## config.mk

```make
export PLATFORM = sky130hd
export DESIGN_NAME = p251_rej_sampler
export DESIGN_NICKNAME = d
export VERILOG_FILES = /design/src/rtl/p251_rej_sampler_pkg.sv /design/src/rtl/p251_fifo.sv /design/src/rtl/p251_rej_sampler.sv
export SDC_FILE = /design/constraint.sdc
export NUM_CORES = 1
export LEC_CHECK = 0
export BUFFER_PORTS_ARGS = -buffer_cell sky130_fd_sc_hd__buf_2
export CORE_MARGIN = 8
export CORE_UTILIZATION = 55
export CTS_BUF_LIST = sky130_fd_sc_hd__clkbuf_4 sky130_fd_sc_hd__clkbuf_8 sky130_fd_sc_hd__clkbuf_16
export CTS_CLUSTER_DIAMETER = 120
export DETAILED_ROUTE_END_ITERATION = 8
export PLACE_DENSITY = 0.77
export SYNTH_ARGS = -nofsm -noshare
export SYNTH_HDL_FRONTEND = slang
export SYNTH_SLANG_ARGS = --single-unit
```

## constraint.sdc

```tcl
create_clock -name i_clk -period 2.1 [get_ports i_clk]
set_input_delay 0.105 -clock i_clk [delete_from_list [all_inputs] [get_ports i_clk]]
set_output_delay 0.105 -clock i_clk [all_outputs]
set_load 0.1 [all_outputs]
```

## src/rtl/p251_rej_sampler_pkg.sv

```systemverilog
// p251_rej_sampler_pkg: shared constants and FSM state type for the mod-251 rejection sampler
package p251_rej_sampler_pkg;

    localparam logic [7:0] P251      = 8'd251;
    localparam int         DEF_CNT_W = 16;

    typedef enum logic [1:0] {
        IDLE,
        SAMPLE,
        DRAIN,
        DONE
    } state_t;

endpackage

```

## src/rtl/p251_fifo.sv

```systemverilog
// p251_fifo: synchronous FIFO with push/pop/full/empty and async active-low reset
module p251_fifo #(
    parameter int DEPTH = 4,
    parameter int W     = 8
) (
    input  logic         i_clk,
    input  logic         i_rst_n,
    input  logic         i_push,
    input  logic         i_pop,
    input  logic [W-1:0] i_data,
    output logic [W-1:0] o_data,
    output logic         o_full,
    output logic         o_empty
);

    localparam int AW = $clog2(DEPTH);

    logic [W-1:0] r_mem [DEPTH];
    logic [AW:0]  r_wr;
    logic [AW:0]  r_rd;
    logic         w_push;
    logic         w_pop;

    assign o_empty = (r_wr == r_rd);
    assign o_full  = (r_wr[AW] != r_rd[AW]) && (r_wr[AW-1:0] == r_rd[AW-1:0]);
    assign o_data  = r_mem[r_rd[AW-1:0]];
    assign w_push  = i_push && !o_full;
    assign w_pop   = i_pop && !o_empty;

    // Pointers carry an extra wrap bit so full and empty are distinguishable
    always_ff @(posedge i_clk or negedge i_rst_n) begin
        if (!i_rst_n) begin
            r_wr <= '0;
            r_rd <= '0;
        end else begin
            if (w_push) r_wr <= r_wr + 1'b1;
            if (w_pop)  r_rd <= r_rd + 1'b1;
        end
    end

    // Storage needs no reset: contents are only observed when not empty
    always_ff @(posedge i_clk) begin
        if (w_push) r_mem[r_wr[AW-1:0]] <= i_data;
    end

endmodule

```

## src/rtl/p251_rej_sampler.sv

```systemverilog
// p251_rej_sampler: rejection-samples random bytes into field elements in [0,250]
module p251_rej_sampler
    import p251_rej_sampler_pkg::*;
#(
    parameter int FIFO_DEPTH = 4,
    parameter int CNT_W      = DEF_CNT_W
) (
    input  logic             i_clk,
    input  logic             i_rst_n,
    input  logic             i_start,
    input  logic [CNT_W-1:0] i_count,
    input  logic [7:0]       i_data,
    input  logic             i_valid,
    output logic             o_ready,
    output logic [7:0]       o_c,
    output logic             o_valid,
    input  logic             i_ready,
    output logic             o_done,
    output logic [CNT_W-1:0] o_rej_cnt
);

    state_t           r_state;
    state_t           w_next;
    logic [CNT_W-1:0] r_target;
    logic [CNT_W-1:0] r_acc;
    logic [CNT_W-1:0] r_rej;
    logic             w_full;
    logic             w_empty;
    logic [7:0]       w_fifo_data;
    logic             w_take;
    logic             w_keep;
    logic             w_pop;
    logic             w_start_ok;

    assign w_start_ok = i_start && (r_state == IDLE);
    assign o_ready    = (r_state == SAMPLE) && !w_full && (r_acc != r_target);
    assign w_take     = i_valid && o_ready;
    assign w_keep     = w_take && (i_data < P251);
    assign o_valid    = !w_empty;
    assign w_pop      = o_valid && i_ready;
    assign o_c        = w_empty ? 8'd0 : w_fifo_data;
    assign o_done     = (r_state == DONE);
    assign o_rej_cnt  = r_rej;

    p251_fifo #(
        .DEPTH (FIFO_DEPTH),
        .W     (8)
    ) u_fifo (
        .i_clk   (i_clk),
        .i_rst_n (i_rst_n),
        .i_push  (w_keep),
        .i_pop   (w_pop),
        .i_data  (i_data),
        .o_data  (w_fifo_data),
        .o_full  (w_full),
        .o_empty (w_empty)
    );

    // State register
    always_ff @(posedge i_clk or negedge i_rst_n) begin
        if (!i_rst_n) r_state <= IDLE;
        else          r_state <= w_next;
    end

    // Next state: run until the target is accepted, then drain the buffer
    always_comb begin
        w_next = r_state;
        case (r_state)
            IDLE:    if (i_start) w_next = (i_count != '0) ? SAMPLE : DONE;
            SAMPLE:  if (r_acc == r_target) w_next = DRAIN;
            DRAIN:   if (w_empty) w_next = DONE;
            default: w_next = IDLE;
        endcase
    end

    // Run counters: target latched on start, accepted and saturating reject counts
    always_ff @(posedge i_clk or negedge i_rst_n) begin
        if (!i_rst_n) begin
            r_target <= '0;
            r_acc    <= '0;
            r_rej    <= '0;
        end else if (w_start_ok) begin
            r_target <= i_count;
            r_acc    <= '0;
            r_rej    <= '0;
        end else begin
            if (w_keep) r_acc <= r_acc + 1'b1;
            if (w_take && !w_keep && (r_rej != '1)) r_rej <= r_rej + 1'b1;
        end
    end

endmodule

```

; After elaboration in Yosys (flattened, before gate mapping)
; Memories as Yosys holds them, arrays and structs flattened.
; Index checks and enable logic that the tools add are counted.
[totals]
n_memories = 1
mem_bits_rw = 32
output_inout_bits = 27
register_bits = 56
[memory_table]
columns = name, words, width, rd, rd_ports_with_merged_regs, wr, line
row1 = u_fifo.r_mem, 4, 8, 1, 0, 1, p251_fifo.sv:18  ; logic [W-1:0] r_mem [DEPTH];
[op_classes]
magnitude_cmp = 1
n_reduce_logical = 19
mux = 12
eq_ne = 12
addsub = 4
[op_table]
columns = operator, count
row1 = $mux W16, 4
row2 = $add A16 B1 Y16 const B, 2
row3 = $eq A16 B16 Y1, 1
row4 = $ne A16 B16 Y1, 1
row5 = $ne A16 B16 Y1 const B, 1
row6 = $reduce_bool A16 Y1, 1
row7 = $logic_and A1 B1 Y1, 11
row8 = $lt A8 B8 Y1 const B, 1
row9 = $mux W2, 4
row10 = $mux W8, 1
row11 = $add A3 B1 Y3 const B, 2
row12 = $pmux W2 S3, 1
row13 = $eq A2 B2 Y1 const B, 2
row14 = $ne A2 B1 Y1 const B, 2
row15 = $reduce_bool A2 Y1, 2
row16 = $eq A3 B3 Y1, 1
row17 = $logic_not A1 Y1, 3
row18 = $reduce_and A3 Y1, 1
row19 = $eq A2 B1 Y1 const B, 1
row20 = $eq A2 B2 Y1, 1
row21 = $logic_not A2 Y1, 1
row22 = $mux W1, 2
row23 = $ne A2 B2 Y1 const B, 1
row24 = $ne A1 B1 Y1, 1

; Longest topological paths before layout
[logic_depth]
word_depth = 12
ltp_mapped = 8

; By module
; Synthesis repeated with hierarchy kept, for this count alone.
[unflattened]
hier_cells = 432
area_unflattened_um2 = 4687.0
[by_module_without_submodules]
columns = mod, seq_area_each_um2, cells_each, area_per_inst_um2, instances
row1 = p251_rej_sampler, 1251.2, 339, 3002.9, 1
row2 = p251_fifo, 1111.1, 93, 1684.1, 1

; Worst setup path before layout
; OpenSTA, ideal clock, no wires.
[synth_timing]
path_type = flip-flop to output port
from = register u_fifo.r_rd[1]
to = output o_c[0]
t_required_ns = 1.995
arrival_ns = 2.699
path_slack_ns = -0.704
n_path_buf = 2
path_stages_with_launch = 6
cell_sequence = dfrtp_1 buf_6 xnor2_1 nand3_1 clkbuf_1 and2_1
[synth_between]
elab_chain_cells = 2
word_cells_on_any_way = 3
classes_between = eq/ne: 1 / mux: 1 / memory: 1
[synth_rtl]
columns = element, line
row1 = "start, declared", p251_fifo.sv:20  ; logic [AW:0] r_rd;
row2 = "start signal, assigned", p251_fifo.sv:37  ; if (w_pop) r_rd <= r_rd + 1'b1;
row3 = $mem_v2 Z4 W8 / $eq A3 B3 Y1 (equally long branches), --
row4 = $mux W8 *, p251_rej_sampler.sv:41  ; assign o_c = w_empty ? 8'd0 : w_fifo_data;
row5 = "end, declared", p251_rej_sampler.sv:15  ; output logic [7:0] o_c,
; Every way passes the cells marked *; elsewhere a longest branch is shown, timed or not.

; Worst setup path in the final report
[layout_timing]
from = register r_target[9]
to = output o_ready
[layout_between]
elab_chain_cells = 2
[layout_rtl]
columns = element, line
row1 = "start, declared", p251_rej_sampler.sv:24  ; logic [CNT_W-1:0] r_target;
row2 = "start signal, assigned", p251_rej_sampler.sv:83  ; r_target <= i_count;
row3 = $ne A16 B16 Y1, p251_rej_sampler.sv:36  ; assign o_ready = (r_state == SAMPLE) && !w_full && (r_acc != r_target);
row4 = $logic_and A1 B1 Y1, p251_rej_sampler.sv:36
row5 = "end, declared", p251_rej_sampler.sv:14  ; output logic o_ready,
; No other way between the ends.

==> impl_metrics.json <==
{
  "insertion_delay_ps": 360,
  "holdCritPathClass": "input port to flip-flop",
  "fin_nets": 535,
  "num_vias": 3353,
  "rsz0062_at_grt": "true",
  "wl_met2_um": 5460,
  "antenna_cells": 0,
  "wl_met1_um": 4340,
  "drt_drc_violations_left": 0,
  "cts-root-buf": "clkbuf_8",
  "p_leak_nw": 2.59,
  "ys.flop_type": "dfrtp_1",
  "final_area_sq_mm": 0.00567,
  "top_layer": "met4",
  "crit_type": "flip-flop to primary output",
  "grt_antenna_before_repair": 0,
  "ios": 56,
  "first_global_vias": 3399,
  "syn_to_final_growth_pct": 29.7,
  "port_buffers": 55,
  "combPwrFrac_pct": 51.7,
  "syn_inst": 384,
  "crit_required_ps": 2000,
  "synth_nets": 424,
  "htreeDepth": 3,
  "overflow": 0,
  "p_per_area_mw_per_mm2": 1320,
  "ys_seq_area_share_pct": 54.1,
  "rrSetupSlack_ps": 60,
  "initial_utilization_pct": 56.5,
  "cp_max_fo": 7,
  "syn_area_sq_mm": 0.00437,
  "finClkSkew_ps": 11.5,
  "ys_async_sr_fraction_pct": 63.6,
  "finalCritPeriodShare_pct": 101,
  "cts_buffer_depth": 2,
  "failed_checks": "setup timing",
  "fp.dieW_um": 105,
  "status": "finished, violations left",
  "path_clk_slew_ps": 80,
  "synth_seq_cells": 88,
  "p_int_w": 0.00411,
  "wl_per_cell_um": 17.3,
  "rows": 32,
  "dpl.hpwl_um": 7040,
  "cts_buffers": 9,
  "max_freq_ghz": 0.474,
  "tightest_slew_ps": 631,
  "detail_route.vias_per_cell": 5.57,
  "yosys_warnings": 0,
  "grt_max_degree": 34,
  "switching_share_pct": 45.0,
  "crit_path_start_kind": "flip-flop",
  "dr.first_iter.drc_count": 144,
  "hold_violations": 0,
  "synth.distinct_cells": 45,
  "cap_violations": 0,
  "ir_drop_mv": 0.955,
  "route.met3.wl_um": 449,
  "p_seq_share_pct": 31.2,
  "wl_um": 10400,
  "placed_area_sq_mm": 0.00498,
  "avgSynthCellArea_sq_um": 11.4,
  "p_sw_w": 0.00337,
  "setup_viol": 1,
  "min_period_ps": 2110,
  "layout_commonest_cell": "nand2_1",
  "core_sq_mm": 0.00773,
  "layout_common_cells": "62 x nand2_1, 45 x buf_2, 41 x dfrtp_1, 38 x buf_4, 35 x xor2_1",
  "critPathArrivalTime_ps": 2010,
  "final_layout_size_suffix_gt1_share_pct": 30.6,
  "antenna_left": 0,
  "grt_pass1_wl_um": 17000,
  "dr.pass1.iters": 4,
  "relSlewSlack_pct": 57.9,
  "cts_tree": "done",
  "setup_ws_ps": -11.4,
  "slew_violations": 0,
  "end_kind": "primary output",
  "gp_congestion": 0.885,
  "clock-sinks": 88,
  "preCtsSetupSlack_ps": -62.3,
  "grt_usage_pct": 18.9,
  "design.die.area_sq_mm": 0.0111,
  "die_h_um": 105,
  "pwr-share-clk_pct": 17.1,
  "synth_edf_count": 32
}
critical path: stages (launching register included):
cell and delay (ps):
dfrtp_1 430, xor2_1 190, nor4_2 270, buf_4 160, a41oi_2 130, buf_6 170
nor2b_4 130, buf_12 160
per-stage QoR:
stage	setup TNS, ps	hold slack (ps)	util [%]	power (W)	instances
after floorplan	0	-191	-	0.00499	384
after global placement	0	141	64.4	0.00570	550
after detailed placement	-752	163	64.4	0.00580	550
after CTS	-18.0	46.5	71.3	0.00729	593
after global routing	-530	44.1	73.3	0.00782	602
final	-11.4	49.3	73.3	0.00748	602
cell usage after synthesis (all sizes together) (7+ instances only):
cell type  instances  area, sq um
nor4               8         50.1
xnor2             10         95.1
and2              14         87.6
nand4             10         62.6
nand2             63          236
mux4               8          210
and3              14         87.6
nand3             24          130
ha                11          138
inv                9         33.8
nor3               7         40.0
clkbuf            10         37.5
nor2              22         82.6
xor2              36          315
edfxtp            32          961
dfrtp             56         1400
flip-flops by register name, indices dropped and copies added, names as in the netlist:
register,count
r_acc,16
u_fifo.r_wr,3
r_target,16
u_fifo.r_rd,3
u_fifo.r_mem,32
r_state,2
o_rej_cnt,16
per-layer routing:
layer,global-route usage (%),vias up
met5,0,-
met4,6.12,0
met3,4.18,16
met2,32.7,80
met1,23.0,1677
li1,-,1580
kinds of logic after synthesis:
family	count (synthesis)	synth area share [%]
adders and majority gates	11	3.15
DFF	88	54.1
xor gates and xnor gates	46	9.39
and+or+nand+nor	174	19.6
buffers and inverters	24	2.52
muxes	15	6.44
AOI/OAI and AO/OA	26	4.81
what timing repair did:
item	4_1_cts	5_1_grt
resized for setup	13	21
endpoints found under the hold margin	71	0
endpoints found under the setup margin	56	47
hold buffers	25	0
pin swaps	4	16
setup buffers	2	9
cell type report:
cell class                 instances  area [sq um]
fill                             467          2060
timing repair buffer             115           875
sequential                        88          2390
clock buffer                      10           131
inverter                           9          33.8
clock inverter                     6          85.1
multi-input combinational        272          2020
tap                              102           128
power by group through the flow:
stage | Combinational (W) | Sequential, W | Clock, W
floorplan | 0.00268 | 0.00231 | 0
global placement | 0.00337 | 0.00233 | 0
detailed placement | 0.00345 | 0.00235 | 0
CTS | 0.00368 | 0.00231 | 0.00129
global route | 0.00411 | 0.00236 | 0.00135
finish | 0.00387 | 0.00234 | 0.00128
path summary, 6_finish.rpt:
| kind | start | endpoint | cells past startpoint |
|---|---|---|---|
| max | r_target[9] | o_ready | 7 |
| min | i_ready | u_fifo.r_rd[2] | 3 |
| min reg2reg | r_target[11] | r_target[11] | 2 |
| min in group asynchronous | i_rst_n | u_fifo.r_rd[1] | 2 |
| max reg2reg | r_acc[13] | o_rej_cnt[8] | 8 |
| max in group asynchronous | i_rst_n | o_rej_cnt[3] | 3 |
Note: power is estimated with default switching activity, not from simulation.
